==> src/rtl/flow_pkg.sv <==
// Shared encodings for the program-flow stage: next-PC selects, FSM states
// and status register bit positions.
package flow_pkg;

   localparam int unsigned XLEN = 32;

   localparam logic [1:0] SEL_SEQ = 2'b00;
   localparam logic [1:0] SEL_JMP = 2'b01;
   localparam logic [1:0] SEL_JM  = 2'b10;
   localparam logic [1:0] SEL_BR  = 2'b11;

   localparam int unsigned STAT_Z = 1;
   localparam int unsigned STAT_N = 0;

   typedef enum logic {
      IDLE    = 1'b0,
      JM_WAIT = 1'b1
   } state_e;

endpackage

==> src/rtl/next_pc_unit_if.sv <==
// Data-memory read handshake used by the memory-indirect jump.
interface next_pc_unit_if;
   import flow_pkg::*;

   logic            dmem_req;
   logic [XLEN-1:0] dmem_addr;
   logic            dmem_ack;
   logic [XLEN-1:0] dmem_rdata;

   modport master (output dmem_req, output dmem_addr, input dmem_ack, input dmem_rdata);
   modport slave  (input dmem_req, input dmem_addr, output dmem_ack, output dmem_rdata);

endinterface

==> src/rtl/next_pc_calc.sv <==
// Combinational next-PC candidate, jm read address and branch-register
// misalignment detect.
module next_pc_calc
   import flow_pkg::*;
(
   input  logic [XLEN-1:0] pc,
   input  logic [1:0]      sel,
   input  logic            jbrn,
   input  logic [15:0]     imm16,
   input  logic [25:0]     jtarget,
   input  logic [XLEN-1:0] rs_val,
   output logic [XLEN-1:0] next_pc,
   output logic [XLEN-1:0] jm_addr,
   output logic            misalign
);

   logic [XLEN-1:0] pc4;
   logic [XLEN-1:0] imm_sext;
   logic [XLEN-1:0] br_off;

   assign pc4      = pc + 32'd4;
   assign imm_sext = {{16{imm16[15]}}, imm16};
   assign br_off   = {imm_sext[29:0], 2'b00};
   assign jm_addr  = rs_val + imm_sext;

   always_comb begin
      next_pc  = pc4;
      misalign = 1'b0;
      case (sel)
         SEL_SEQ: next_pc = pc4;
         SEL_JMP: begin
            if (jbrn) begin
               next_pc  = {rs_val[31:2], 2'b00};
               misalign = (rs_val[1:0] != 2'b00);
            end else begin
               next_pc = {pc4[31:28], jtarget, 2'b00};
            end
         end
         SEL_BR:  next_pc = pc4 + br_off;
         default: next_pc = pc;   // jm resolves later through memory
      endcase
   end

endmodule

==> src/rtl/next_pc_unit.sv <==
// Program-flow stage: PC and {Z,N} status registers plus the multi-cycle
// memory-indirect jump sequencer with ack timeout.
module next_pc_unit
   import flow_pkg::*;
#(
   parameter logic [31:0] RESET_PC   = 32'h0000_0000,
   parameter int unsigned JM_TIMEOUT = 16
) (
   input  logic            clk,
   input  logic            reset,
   input  logic            advance,
   input  logic [1:0]      sel,
   input  logic            jbrn,
   input  logic [15:0]     imm16,
   input  logic [25:0]     jtarget,
   input  logic [XLEN-1:0] rs_val,
   input  logic            alu_z,
   input  logic            alu_n,
   input  logic            flag_we,
   next_pc_unit_if.master  dmem,
   output logic [XLEN-1:0] pc,
   output logic [XLEN-1:0] link_addr,
   output logic [1:0]      stat,
   output logic            busy,
   output logic            jm_err
);

   localparam int unsigned CNT_W = $clog2(JM_TIMEOUT);

   state_e          state_q, state_d;
   logic [XLEN-1:0] pc_q, pc_d;
   logic [1:0]      stat_q, stat_d;
   logic            busy_q, busy_d;
   logic            req_q, req_d;
   logic [XLEN-1:0] addr_q, addr_d;
   logic            err_q, err_d;
   logic [CNT_W-1:0] cnt_q, cnt_d;

   logic [XLEN-1:0] cand_pc;
   logic [XLEN-1:0] jm_addr;
   logic            misalign;

   next_pc_calc u_calc (
      .pc       (pc_q),
      .sel      (sel),
      .jbrn     (jbrn),
      .imm16    (imm16),
      .jtarget  (jtarget),
      .rs_val   (rs_val),
      .next_pc  (cand_pc),
      .jm_addr  (jm_addr),
      .misalign (misalign)
   );

   always_ff @(posedge clk or posedge reset) begin
      if (reset) begin
         state_q <= IDLE;
         pc_q    <= RESET_PC;
         stat_q  <= 2'b00;
         busy_q  <= 1'b0;
         req_q   <= 1'b0;
         addr_q  <= '0;
         err_q   <= 1'b0;
         cnt_q   <= '0;
      end else begin
         state_q <= state_d;
         pc_q    <= pc_d;
         stat_q  <= stat_d;
         busy_q  <= busy_d;
         req_q   <= req_d;
         addr_q  <= addr_d;
         err_q   <= err_d;
         cnt_q   <= cnt_d;
      end
   end

   always_comb begin
      state_d = state_q;
      pc_d    = pc_q;
      stat_d  = stat_q;
      busy_d  = busy_q;
      req_d   = req_q;
      addr_d  = addr_q;
      err_d   = err_q;
      cnt_d   = cnt_q;
      case (state_q)
         IDLE: begin
            cnt_d = '0;
            if (advance) begin
               if (flag_we) begin
                  stat_d[STAT_Z] = alu_z;
                  stat_d[STAT_N] = alu_n;
               end
               if (sel == SEL_JM) begin
                  state_d = JM_WAIT;
                  busy_d  = 1'b1;
                  req_d   = 1'b1;
                  addr_d  = jm_addr;
               end else begin
                  pc_d = cand_pc;
                  if (misalign) err_d = 1'b1;
               end
            end
         end
         JM_WAIT: begin
            // ack takes priority over the timeout abort on the same cycle
            if (dmem.dmem_ack) begin
               pc_d    = {dmem.dmem_rdata[31:2], 2'b00};
               if (dmem.dmem_rdata[1:0] != 2'b00) err_d = 1'b1;
               state_d = IDLE;
               busy_d  = 1'b0;
               req_d   = 1'b0;
               cnt_d   = '0;
            end else if (cnt_q == CNT_W'(JM_TIMEOUT - 1)) begin
               pc_d    = pc_q + 32'd4;
               err_d   = 1'b1;
               state_d = IDLE;
               busy_d  = 1'b0;
               req_d   = 1'b0;
               cnt_d   = '0;
            end else begin
               cnt_d = cnt_q + CNT_W'(1);
            end
         end
         default: state_d = IDLE;
      endcase
   end

   assign pc             = pc_q;
   assign link_addr      = pc_q + 32'd4;
   assign stat           = stat_q;
   assign busy           = busy_q;
   assign jm_err         = err_q;
   assign dmem.dmem_req  = req_q;
   assign dmem.dmem_addr = addr_q;

endmodule

==> src/flat_wrapper.sv <==
// flat-port wrapper written by rule: the top's interface ports become plain ports
module next_pc_unit_flat import flow_pkg::*;
#(
   parameter logic [31:0] RESET_PC   = 32'h0000_0000,
   parameter int unsigned JM_TIMEOUT = 16
)
  (clk, reset, advance, sel, jbrn, imm16, jtarget, rs_val, alu_z, alu_n, flag_we, pc, link_addr, stat, busy, jm_err, dmem_dmem_req, dmem_dmem_addr, dmem_dmem_ack, dmem_dmem_rdata);
  next_pc_unit_if dmem_i ();
  input  logic clk;
  input  logic reset;
  input  logic advance;
  input  logic [1:0] sel;
  input  logic jbrn;
  input  logic [15:0] imm16;
  input  logic [25:0] jtarget;
  input  logic [XLEN-1:0] rs_val;
  input  logic alu_z;
  input  logic alu_n;
  input  logic flag_we;
  output logic [XLEN-1:0] pc;
  output logic [XLEN-1:0] link_addr;
  output logic [1:0] stat;
  output logic busy;
  output logic jm_err;
  output wire logic [$bits(dmem_i.dmem_req)-1:0] dmem_dmem_req;
  output wire logic [$bits(dmem_i.dmem_addr)-1:0] dmem_dmem_addr;
  input wire logic [$bits(dmem_i.dmem_ack)-1:0] dmem_dmem_ack;
  input wire logic [$bits(dmem_i.dmem_rdata)-1:0] dmem_dmem_rdata;
  assign dmem_dmem_req = dmem_i.dmem_req;
  assign dmem_dmem_addr = dmem_i.dmem_addr;
  assign dmem_i.dmem_ack = dmem_dmem_ack;
  assign dmem_i.dmem_rdata = dmem_dmem_rdata;
  next_pc_unit #(.RESET_PC(RESET_PC), .JM_TIMEOUT(JM_TIMEOUT)) u_core (.clk(clk), .reset(reset), .advance(advance), .sel(sel), .jbrn(jbrn), .imm16(imm16), .jtarget(jtarget), .rs_val(rs_val), .alu_z(alu_z), .alu_n(alu_n), .flag_we(flag_we), .dmem(dmem_i), .pc(pc), .link_addr(link_addr), .stat(stat), .busy(busy), .jm_err(jm_err));
endmodule
==> config.mk <==
export PLATFORM = sky130hd
export DESIGN_NAME = next_pc_unit_flat
export DESIGN_NICKNAME = d
export VERILOG_FILES = /design/src/rtl/flow_pkg.sv /design/src/rtl/next_pc_unit_if.sv /design/src/rtl/next_pc_calc.sv /design/src/rtl/next_pc_unit.sv /design/src/flat_wrapper.sv
export SDC_FILE = /design/constraint.sdc
export NUM_CORES = 1
export LEC_CHECK = 0
export BUFFER_PORTS_ARGS = -buffer_cell sky130_fd_sc_hd__buf_4
export CAP_MARGIN = 5
export CELL_PAD_IN_SITES_DETAIL_PLACEMENT = 1
export CELL_PAD_IN_SITES_GLOBAL_PLACEMENT = 1
export CORE_ASPECT_RATIO = 0.75
export CORE_UTILIZATION = 35
export DETAILED_ROUTE_END_ITERATION = 12
export PLACE_DENSITY_LB_ADDON = 0.2
export SETUP_SLACK_MARGIN = 0.05
export SYNTH_ARGS = -nofsm -noshare
export SYNTH_HDL_FRONTEND = slang
export SYNTH_HIERARCHICAL = 1
export SYNTH_SLANG_ARGS = --single-unit
==> constraint.sdc <==
create_clock -name clk -period 11.1 [get_ports clk]
set_input_delay 2.22 -clock clk [delete_from_list [all_inputs] [get_ports clk]]
set_output_delay 2.22 -clock clk [all_outputs]
set_load 0.01 [all_outputs]
==> results of run 1 <==
## layer usage
| metal | global-route usage (%) | vias up | share of wire, % | wire length (µm) |
|---|---|---|---|---|
| met5 | 0 | - | 0 | 0 |
| met4 | 7.832 | 0 | 2.2 | 780 |
| met3 | 3.932 | 38 | 4.8 | 1717 |
| met2 | 41.93 | 228 | 46 | 16580 |
| met1 | 35.83 | 4775 | 47 | 16800 |
| li1 | - | 4617 | - | - |
## sequential cells by signal, summed over array words and instances, names as in the netlist
register / count
u_core/cnt_q: 4
u_core/dmem.dmem_addr: 32
u_core/dmem.dmem_req: 1
u_core/jm_err: 1
u_core/pc: 32
u_core/stat: 2
u_core/state_q: 1
## per-stage QoR
stage | utilization, % | hold WS [ps] | worst slack [ps] | cell area [µm²]
floorplan | - | 462.4 | 6225 | 9315
global placement | 42.85 | 448.7 | 5659 | 11160
detailed placement | 42.85 | 451.8 | 5549 | 11160
CTS | 43.97 | 470.3 | 5796 | 11450
global route | 43.97 | 495.6 | 5426 | 11450
finish | 43.97 | 465.7 | 5738 | 11450
## critical path, cell delays in order (launching register included)
cell and delay [ps]:
sky130_fd_sc_hd__dfrtp_1 670, sky130_fd_sc_hd__nand4_1 340, sky130_fd_sc_hd__or4_1 630, sky130_fd_sc_hd__or3_2 560
sky130_fd_sc_hd__nor2_1 210, sky130_fd_sc_hd__xnor2_1 180, sky130_fd_sc_hd__ha_1 290, sky130_fd_sc_hd__a21o_1 200
sky130_fd_sc_hd__a21o_1 170, sky130_fd_sc_hd__a21oi_1 310, sky130_fd_sc_hd__nand3_1 120, sky130_fd_sc_hd__a211o_1 240
sky130_fd_sc_hd__a41oi_1 210, sky130_fd_sc_hd__xnor2_1 110, sky130_fd_sc_hd__a221o_1 320, sky130_fd_sc_hd__o21a_1 180
sky130_fd_sc_hd__a31oi_1 190, sky130_fd_sc_hd__a31oi_1 110, sky130_fd_sc_hd__o22a_1 210
## power by group
| part | total (mW) | switching, mW | internal, mW |
|---|---|---|---|
| logic | 1.40 | 0.723 | 0.674 |
| registers | 0.556 | 0.202 | 0.354 |
| clock network | 0.312 | 0.153 | 0.159 |
## final cells by class
type	instances	area share [%]
clock buffers	9	1.967
inverters	42	1.377
multi-input cells	964	61.73
flip-flops and latches	73	15.96
repair buffers	223	14.62
well taps	344	3.760
clock inverters	7	0.5902
## final timing paths
path | from | to | slack, ps
min reg2reg | u_core/jm_err | u_core/jm_err | 470
max reg2reg | u_core/pc[13] | u_core/pc[31] | 5740
max | u_core/pc[13] | u_core/pc[31] | 5740
max in group asynchronous | reset | u_core/pc[23] | 8010
min | u_core/jm_err | u_core/jm_err | 470
min in group asynchronous | reset | u_core/dmem.dmem_addr[7] | 1920
## kinds of logic (layout without fill, tap and decap cells)
family          count (synthesis)  after routing  synth area share, %
compound gates                370            370                26.19
xor+xnor                      109            109                10.33
fa+ha+maj                      71             71                9.698
buf+inv                       102            281                4.714
flops                          73             73                19.61
mux                            73             73                9.550
simple gates                  341            341                19.91
## placed cells by master (no fill, tap or decap), types with 39 or more instances in the layout
cell type	count
sky130_fd_sc_hd__buf_4	223
sky130_fd_sc_hd__a21oi_1	97
sky130_fd_sc_hd__nand2_1	83
sky130_fd_sc_hd__nor2_1	76
sky130_fd_sc_hd__dfrtp_1	73
sky130_fd_sc_hd__xnor2_1	71
sky130_fd_sc_hd__ha_1	69
sky130_fd_sc_hd__o21ai_0	68
sky130_fd_sc_hd__mux2_2	47
sky130_fd_sc_hd__inv_1	40
sky130_fd_sc_hd__nand3_1	39
==> run summary, run 1 <==
Outcome: complete, no violations
Leakage power total: 5.030 nW
Fmax: 186.5 MHz
Top-area cell type share of the netlist area: 19.61%
Half-perimeter wire length of the detailed placement result: 27.96 mm
Total power: 2.266 mW
Number of hold-repair buffers added at the cts stage: 0
Ports placed on the boundary: 217
Placed cells: 1646
Area of the core: 26040 µm²
Power density relative to cell area: 197.9 nW/µm²
Crit. End Element: flip-flop
Cell at the root of the clock tree: sky130_fd_sc_hd__clkbuf_16
Multi-input gate area in the final layout: 7067 µm²
Worst-case reg-to-reg path depth: 18
Total global routing track utilization: 26.08%
# Post-CTS Setup Buffers: 0
Iteration count of the initial detailed-routing pass: 5
Sinks on Clock Net: 73
Number of stages on the worst hold path: 1
Routed length per instance: 21.59 µm
Starting density of the core: 35.78%
Biggest area contributors in the synthesized netlist: sky130_fd_sc_hd__dfrtp_1, sky130_fd_sc_hd__ha_1, sky130_fd_sc_hd__xnor2_1
Share of final-layout standard cells stronger than drive strength 1: 25.11%
Final Instance Count excl. Fillers: 1662
Antenna fix cells: 0
Number of buffers inserted during clock tree synthesis: 9
Number of max-capacitance violations reported: 0
FF/Latch Area: 1827 µm²
CTS clock-pin slew for the worst setup and hold paths: 80 ps
Final sum of negative setup slack: 0 ps
Number of buffers between clock root and the deepest sink: 2
Path type of the worst min-delay path: flip-flop to flip-flop
Leading cell type by number of instances after synthesis: sky130_fd_sc_hd__a21oi_1
Worst skew pair latency: 360 ps
Slew @ Worst Pin: 967.1 ps
Via count of the routed design: 9658
Synthesized instance count: 1139
Final slew viol count: 0
Average cell area after synthesis: 8.178 µm²
Sum of routed wire length over all layers: 35.88 mm
TritonCTS clock tree: built
Commonest register cell after synthesis: sky130_fd_sc_hd__dfrtp_1
Area added between synthesis and finish: 22.90%
Wire length of the first global-routing pass: 54.78 mm
Post-CTS Resized: 0
Crit Path Class: flip-flop to flip-flop
Data required time of the critical path: 11350 ps
Post-Route Skew: 11.10 ps
Fraction of the cycle the final worst path needs: 48.31%
Net count of the mapped netlist: 1326
Largest area contributor in the netlist: sky130_fd_sc_hd__dfrtp_1
Weighted congestion reported at the end of routability-driven placement: 0.8431
Number of filler instances in the final layout: 3184
Remaining design rule violation count: 0
Number of enable flip-flop cells after synthesis: 0
Commonest cells post-synth: sky130_fd_sc_hd__a21oi_1, sky130_fd_sc_hd__nand2_1, sky130_fd_sc_hd__nor2_1
Critical Path AT: 5610 ps
Mapped Area: 9315 µm²
Vertical extent of the die: 143.3 µm
Crit path time final: 5362 ps
Count of buffers inserted at the top-level ports: 216
Fraction of synthesis flops using an asynchronous set or reset pin: 100.0%
Number of placement rows: 51
Max FO, Critical Path: 12
Highest ir drop seen on vdd: 100.2 µV
Hold Fails Final Rpt: 0
Setup repair after global routing missed its margin: no
Global route total overflow: 0
Die Area: 27280 µm²
Final number of setup-violating endpoints: 0
Number of vias per cell: 5.811
Number of nets in the layout: 1500
Flops & latches, synth: 73
Antenna violations before repair: 0
Critical Path Start Type: flip-flop
Sequential fraction of the synthesis area: 19.61%
Iteration-0 DRC count of the detailed router: 543
Largest net degree at the start of global routing: 64
Tightest slew margin relative to the limit: 35.53%
DRT antenna net count: 0
Number of distinct library cells after synthesis: 86
Via count of the first global-routing pass: 9594
Synthesis Warnings: 6
Die width: 190.4 µm
Number of H-tree levels: 3
Power figures use the tool's default switching activity.
==> run 2, diff against run 1 <==
Settings changed: ABC_AREA from default to 1.
Clock period 11.1 ns to 4.9 ns, I/O delays scaled along.
==> run 2 against run 1 <==
  * Register-to-register slack got worse by 5300 ps
  * Non-clock buffer count is 4 higher
  * Sequential cell count unchanged
  * Die area grew 7.5%
  * Via count up 26%
  * Sequential share of layout area fell by 1.1 points
  * Combinational power increased by 130%
  * Critical path depth grew 3
  * Clock-buffer cell count unchanged
  * Final cell count grew 35%
  * Synthesized cell count increased by 44%
  * Critical path type unchanged
==> run summary, run 2 <==
Outcome: complete, no violations
# Post-CTS Setup Buffers: 0
CTS clock-pin slew for the worst setup and hold paths: 80 ps
Area added between synthesis and finish: 22.94%
Synthesis Warnings: 6
Dominant combinational cell family by area after synthesis: simple AND/OR/NAND/NOR gates
Path type of the worst min-delay path: flip-flop to flip-flop
DRT antenna net count: 0
Wire length of the first global-routing pass: 71.20 mm
Global route total overflow: 0
Post-CTS Resized: 0
Delay of the slowest cell on the worst path: 560 ps
Number of distinct library cells after synthesis: 54
Largest net degree at the start of global routing: 53
Fraction of the cycle the final worst path needs: 91.49%
Tightest slew margin relative to the limit: 38.29%
Iteration-0 DRC count of the detailed router: 981
Final sum of negative setup slack: 0 ps
Leading cell type by number of instances after synthesis: sky130_fd_sc_hd__nand2_1
Number of nets in the layout: 2032
Average cell area after synthesis: 6.113 µm²
Fmax: 223.1 MHz
Biggest area contributors in the synthesized netlist: sky130_fd_sc_hd__nand2_1, sky130_fd_sc_hd__dfrtp_1, sky130_fd_sc_hd__ha_1
Synthesized instance count: 1640
Slew @ Worst Pin: 923.5 ps
Max FO, Critical Path: 9
Commonest cells post-synth: sky130_fd_sc_hd__nand2_1, sky130_fd_sc_hd__inv_1, sky130_fd_sc_hd__nor2_1
TritonCTS clock tree: built
Number of vias per cell: 5.424
Final Instance Count excl. Fillers: 2236
Highest ir drop seen on vdd: 203.7 µV
Antenna violations before repair: 1
Multiplexer area fraction after synthesis: 3.919%
Final standard cell utilization of the core: 43.84%
Weighted congestion reported at the end of routability-driven placement: 0.9902
Starting density of the core: 35.66%
Sinks on Clock Net: 73
Commonest register cell after synthesis: sky130_fd_sc_hd__dfrtp_1
Critical path, cell by cell: ha_1 -> nand2_1 -> nor2_1 -> inv_1 -> nor2_2 -> nand2_1 -> nand2_1 -> inv_1 -> ha_1 -> nand2_1 -> nor2_1 -> inv_1 -> nor2_1 -> nand4_1 -> nand3_1 -> nand2_1 -> nand3_1 -> nand4_1 -> a22o_1 -> nor2_1 -> a21boi_1
Via count of the routed design: 12130
Register-to-register setup slack: 420 ps
Setup repair after global routing missed its margin: no
Placed cells: 2219
Number of enable flip-flop cells after synthesis: 0
Total global routing track utilization: 32.22%
Final number of setup-violating endpoints: 0
Post-Synth Simple-Gate Area: 37.89%
Iteration count of the initial detailed-routing pass: 5
Hold Fails Final Rpt: 0
Largest area contributor in the netlist: sky130_fd_sc_hd__nand2_1
Count of buffers inserted at the top-level ports: 216
Leading cell types in the layout, fill and taps excluded: sky130_fd_sc_hd__nand2_1, sky130_fd_sc_hd__buf_4, sky130_fd_sc_hd__inv_1, sky130_fd_sc_hd__nor2_1, sky130_fd_sc_hd__a21oi_1
Post-DP Area: 12040 µm²
Leading cell type in the layout, fill and taps excluded: sky130_fd_sc_hd__nand2_1
Top-area cell type share of the netlist area: 19.24%
Number of buffers inserted during clock tree synthesis: 9
Net count of the mapped netlist: 1827
Number of max-capacitance violations reported: 0
Ports placed on the boundary: 217
Crit path time final: 4483 ps
Total power: 4.968 mW
Cell at the root of the clock tree: sky130_fd_sc_hd__clkbuf_16
Critical Path AT: 4730 ps
Adder-cell share of the synthesized area: 9.010%
Data required time of the critical path: 5150 ps
Top cell by count, worst path: sky130_fd_sc_hd__nand2_1
Half-perimeter wire length of the detailed placement result: 38.96 mm
Flops & latches, synth: 73
Post-Route Skew: 10.05 ps
Die width: 197.4 µm
Fraction of synthesized cell area in xor and xnor cells: 5.154%
Fraction of synthesis flops using an asynchronous set or reset pin: 100.0%
Crit. End Element: flip-flop
Crit Path Class: flip-flop to flip-flop
Vertical extent of the die: 148.6 µm
Routed length per instance: 21.11 µm
Final design area excluding fillers: 12330 µm²
Area fraction in compound gates after synthesis: 16.11%
Via count of the first global-routing pass: 11920
Leakage power total: 6.385 nW
Area of the core: 28120 µm²
Mapped Area: 10030 µm²
Worst skew pair latency: 370 ps
Share of final-layout standard cells stronger than drive strength 1: 17.62%
Number of filler instances in the final layout: 3890
Number of buffers between clock root and the deepest sink: 2
Critical Path Start Type: flip-flop
Sequential fraction of the synthesis area: 18.22%
Power density relative to cell area: 403.1 nW/µm²
Final slew viol count: 0
Remaining design rule violation count: 0
Number of H-tree levels: 3
Critical Path Slowest Stage Cell: sky130_fd_sc_hd__dfrtp_1
Number of hold-repair buffers added at the cts stage: 0
Sum of routed wire length over all layers: 47.20 mm
Die Area: 29330 µm²
Number of placement rows: 53
## run 2: cell count changes after synthesis, moves of 19 or more
cell / before / now
sky130_fd_sc_hd__inv_1: 41 / 206
sky130_fd_sc_hd__a22o_1: 4 / 26
sky130_fd_sc_hd__nand2_1: 83 / 514
sky130_fd_sc_hd__and3_1: 24 / 2
sky130_fd_sc_hd__nor2_1: 76 / 196
sky130_fd_sc_hd__clkbuf_1: 31 / 12
sky130_fd_sc_hd__xnor2_1: 71 / 10
sky130_fd_sc_hd__nand3_1: 39 / 90
## run 2: layout make-up
type / count / area [µm²] / share of cell area [%]
well taps: 385 / 481.7 / 3.908
inverters: 211 / 794.5 / 6.446
clock inverters: 7 / 61.31 / 0.4974
repair buffers: 227 / 1704 / 13.83
multi-input cells: 1323 / 7229 / 58.65
clock buffers: 9 / 225.2 / 1.827
diodes: 1 / 2.502 / 0.02030
flip-flops and latches: 73 / 1827 / 14.82
## run 2: kinds of logic (layout without fill, tap and decap cells)
| group | count (synthesis) | count (layout) |
|---|---|---|
| other | 0 | 1 |
| DFF | 73 | 73 |
| buffers and inverters | 244 | 454 |
| xor gates and xnor gates | 59 | 59 |
| adders and majority gates | 71 | 71 |
| and+or+nand+nor | 900 | 900 |
| muxes | 35 | 35 |
| AOI/OAI and AO/OA | 258 | 258 |
## run 2: layer usage
layer | global-route usage [%] | vias up | share of wire, %
met5 | 0 | - | 0
met4 | 8.333 | 0 | 2.1
met3 | 5.034 | 42 | 7.7
met2 | 48.26 | 449 | 42
met1 | 47.55 | 5880 | 48
li1 | - | 5758 | -
## run 2: final timing paths
check | startpoint | endpoint | cells after the start
hold / removal | u_core/jm_err | u_core/jm_err | 1
setup / recovery | u_core/pc[2] | u_core/pc[21] | 21
setup reg to reg | u_core/pc[2] | u_core/pc[21] | 21
max in group asynchronous | reset | u_core/pc[31] | 3
hold reg to reg | u_core/jm_err | u_core/jm_err | 1
min in group asynchronous | reset | u_core/stat[0] | 2
## run 2: worst max-delay path: cells and delay by family, from the launching register on
family	cells	cell delay (ps)
flip-flops	1	560
AO/OA/AOI/OAI	2	370
AND/OR/NAND/NOR	14	2430
buffers and inverters	3	370
adder cells (fa/ha/maj)	2	630
## run 2: metrics by stage
step	hold WS (ps)	setup slack [ps]
after floorplan	430.8	1813
after global placement	456.4	744.2
after detailed placement	468.1	615.5
after CTS	478.6	588.8
after global routing	498.3	140.5
final	487.0	416.9
## run 2: power by group
part	internal [mW]	switching [mW]	leakage [nW]
clock	0.354	0.344	0.135
combinational	1.23	1.95	5.39
sequential	0.787	0.302	0.864
==> run 3, diff against run 2 <==
Settings changed: RECOVER_POWER from default to 50.
==> run 3 against run 2 <==
  * The run now ends with max-capacitance violations, max-slew violations left
  * Critical path type unchanged
  * First-iteration DRC count up 6.9%
  * Routed wire length down 0.14%
  * Sequential share of layout area up 0.22 points
  * Cell area down 1.5%
  * Register-to-register slack worse by 20 ps
  * Worst hold slack about the same
  * Setup slack worse by 23 ps
  * Sequential cell count unchanged
  * Largest power group unchanged
  * Critical path depth unchanged
  * Clock skew about the same
  * Sequential power about the same
  * Total power down 2.1%
==> run summary, run 3 (same netlist as run 2, synthesis figures left out) <==
Placed cells: 2219
Half-perimeter wire length of the detailed placement result: 38.96 mm
Final sum of negative setup slack: 0 ps
Critical Path Slowest Stage Cell: sky130_fd_sc_hd__dfrtp_1
Delay of the slowest cell on the worst path: 550 ps
Worst hold path startpoint: u_core/jm_err
TritonCTS clock tree: built
Data required time of the critical path: 5140 ps
Critical Path AT: 4750 ps
Global route total overflow: 0
Critical Path Start Type: flip-flop
Power density relative to cell area: 400.7 nW/µm²
Leading cell types in the layout, fill and taps excluded: sky130_fd_sc_hd__nand2_1, sky130_fd_sc_hd__inv_1, sky130_fd_sc_hd__nor2_1, sky130_fd_sc_hd__buf_4, sky130_fd_sc_hd__a21oi_1
Remaining design rule violation count: 0
Area of the core: 28120 µm²
Number of hold-repair buffers added at the cts stage: 0
Post-Route Skew: 10.05 ps
Iteration count of the initial detailed-routing pass: 5
Hold Fails Final Rpt: 0
Worst path bufs/invs: 3
Tightest slew margin relative to the limit: -29.22%
Antenna violations before repair: 1
Count of buffers inserted at the top-level ports: 216
Crit. End Element: flip-flop
Crit path time final: 4506 ps
Final slew viol count: 74
Number of buffers inserted during clock tree synthesis: 9
Leading cell type in the layout, fill and taps excluded: sky130_fd_sc_hd__nand2_1
Total global routing track utilization: 32.22%
Fraction of the cycle the final worst path needs: 91.96%
Final number of setup-violating endpoints: 0
Fmax: 221.9 MHz
Origin of the worst setup path: u_core/pc[2]
Number of placement rows: 53
Wire length of the first global-routing pass: 71.20 mm
Highest ir drop seen on vdd: 203.6 µV
Via count of the first global-routing pass: 11920
Worst path top cell family by delay: simple AND/OR/NAND/NOR gates
Setup ws final: 393.9 ps
Die width: 197.4 µm
Number of vias per cell: 5.432
Vertical extent of the die: 148.6 µm
Number of buffers between clock root and the deepest sink: 2
Worst skew pair latency: 370 ps
Routed length per instance: 21.08 µm
Weighted congestion reported at the end of routability-driven placement: 0.9902
Path type of the worst min-delay path: flip-flop to flip-flop
Iteration-0 DRC count of the detailed router: 1049
Critical path, cell by cell: ha_1 -> nand2_1 -> nor2_1 -> inv_1 -> nor2_2 -> nand2_1 -> nand2_1 -> inv_1 -> ha_1 -> nand2_1 -> nor2_1 -> inv_1 -> nor2_1 -> nand4_1 -> nand3_1 -> nand2_1 -> nand3_1 -> nand4_1 -> a22o_1 -> nor2_1 -> a21boi_1
Setup Slack @ Placement: 615.5 ps
Leakage power total: 6.202 nW
Final Instance Count excl. Fillers: 2236
Sinks on Clock Net: 73
Starting density of the core: 35.66%
CTS clock-pin slew for the worst setup and hold paths: 70 ps
Top cell by count, worst path: sky130_fd_sc_hd__nand2_1
Sum of routed wire length over all layers: 47.13 mm
Max FO, Critical Path: 9
Crit Path Class: flip-flop to flip-flop
DRT antenna net count: 0
Slew @ Worst Pin: 1938 ps
Number of max-capacitance violations reported: 2
Number of nets in the layout: 2032
Reg2reg start: u_core/pc[2]
Via count of the routed design: 12150
Number of H-tree levels: 3
Cell at the root of the clock tree: sky130_fd_sc_hd__clkbuf_16
Largest net degree at the start of global routing: 53
FF/Latch Area: 1827 µm²
Number of filler instances in the final layout: 3904
Failing checks: max-capacitance violations, max-slew violations
# Post-CTS Setup Buffers: 0
Ports placed on the boundary: 217
Multi-input gate area in the final layout: 7229 µm²
Outcome: complete, but fails checks
Area added between synthesis and finish: 21.12%
Share of final-layout standard cells stronger than drive strength 1: 15.03%
Die Area: 29330 µm²
Post-CTS Resized: 0
Setup repair after global routing missed its margin: no
-- run 3: final cells by class --
class / instances / share of cell area [%]
multi-input cells: 1323 / 59.54
clock buffers: 9 / 1.855
diodes: 1 / 0.02061
inverters: 211 / 6.543
clock inverters: 7 / 0.5049
flip-flops and latches: 73 / 15.04
well taps: 385 / 3.967
repair buffers: 227 / 12.53
-- run 3: final timing paths --
path,slack [ps],end,depth (start not counted)
setup / recovery,390,u_core/pc[21],21
hold / removal,490,u_core/jm_err,1
setup reg to reg,390,u_core/pc[21],21
hold reg to reg,490,u_core/jm_err,1
max in group asynchronous,1960,u_core/pc[26],3
min in group asynchronous,1080,u_core/stat[0],2
-- run 3: stage by stage --
stage | utilization [%] | instance area [µm²] | power (mW) | hold slack, ps
final | 43.19 | 12140 | 4.866 | 486.5
after global routing | 43.18 | 12140 | 5.225 | 498.3
after CTS | 43.83 | 12320 | 4.953 | 478.6
after detailed placement | 42.81 | 12040 | 4.222 | 468.1
after global placement | 42.81 | 12040 | 4.162 | 456.4
after floorplan | - | 10030 | 2.909 | 430.8
-- run 3: worst reg2reg max path: cells and delay by family, from the launching register on --
| family | cells | cell delay (ps) |
|---|---|---|
| AOI/OAI and AO/OA | 2 | 380 |
| and+or+nand+nor | 14 | 2470 |
| DFF | 1 | 550 |
| adders and majority gates | 2 | 630 |
| buffers and inverters | 3 | 370 |
-- run 3: routing by layer --
metal,share of wire (%),up-vias,track usage (%),routed length (µm)
li1,-,5746,-,-
met1,48,5930,47.55,22580
met2,42,427,48.26,19990
met3,7.6,44,5.034,3589
met4,2.1,0,8.333,971
met5,0,-,0,0
-- run 3: where the power goes --
part           switching (mW)  leakage (nW)  total [mW]  internal (mW)
clock network           0.343         0.135       0.697          0.354
logic                    1.94          5.20        3.08           1.14
registers               0.300         0.864        1.09          0.787
total                    2.59          6.20        4.87           2.28
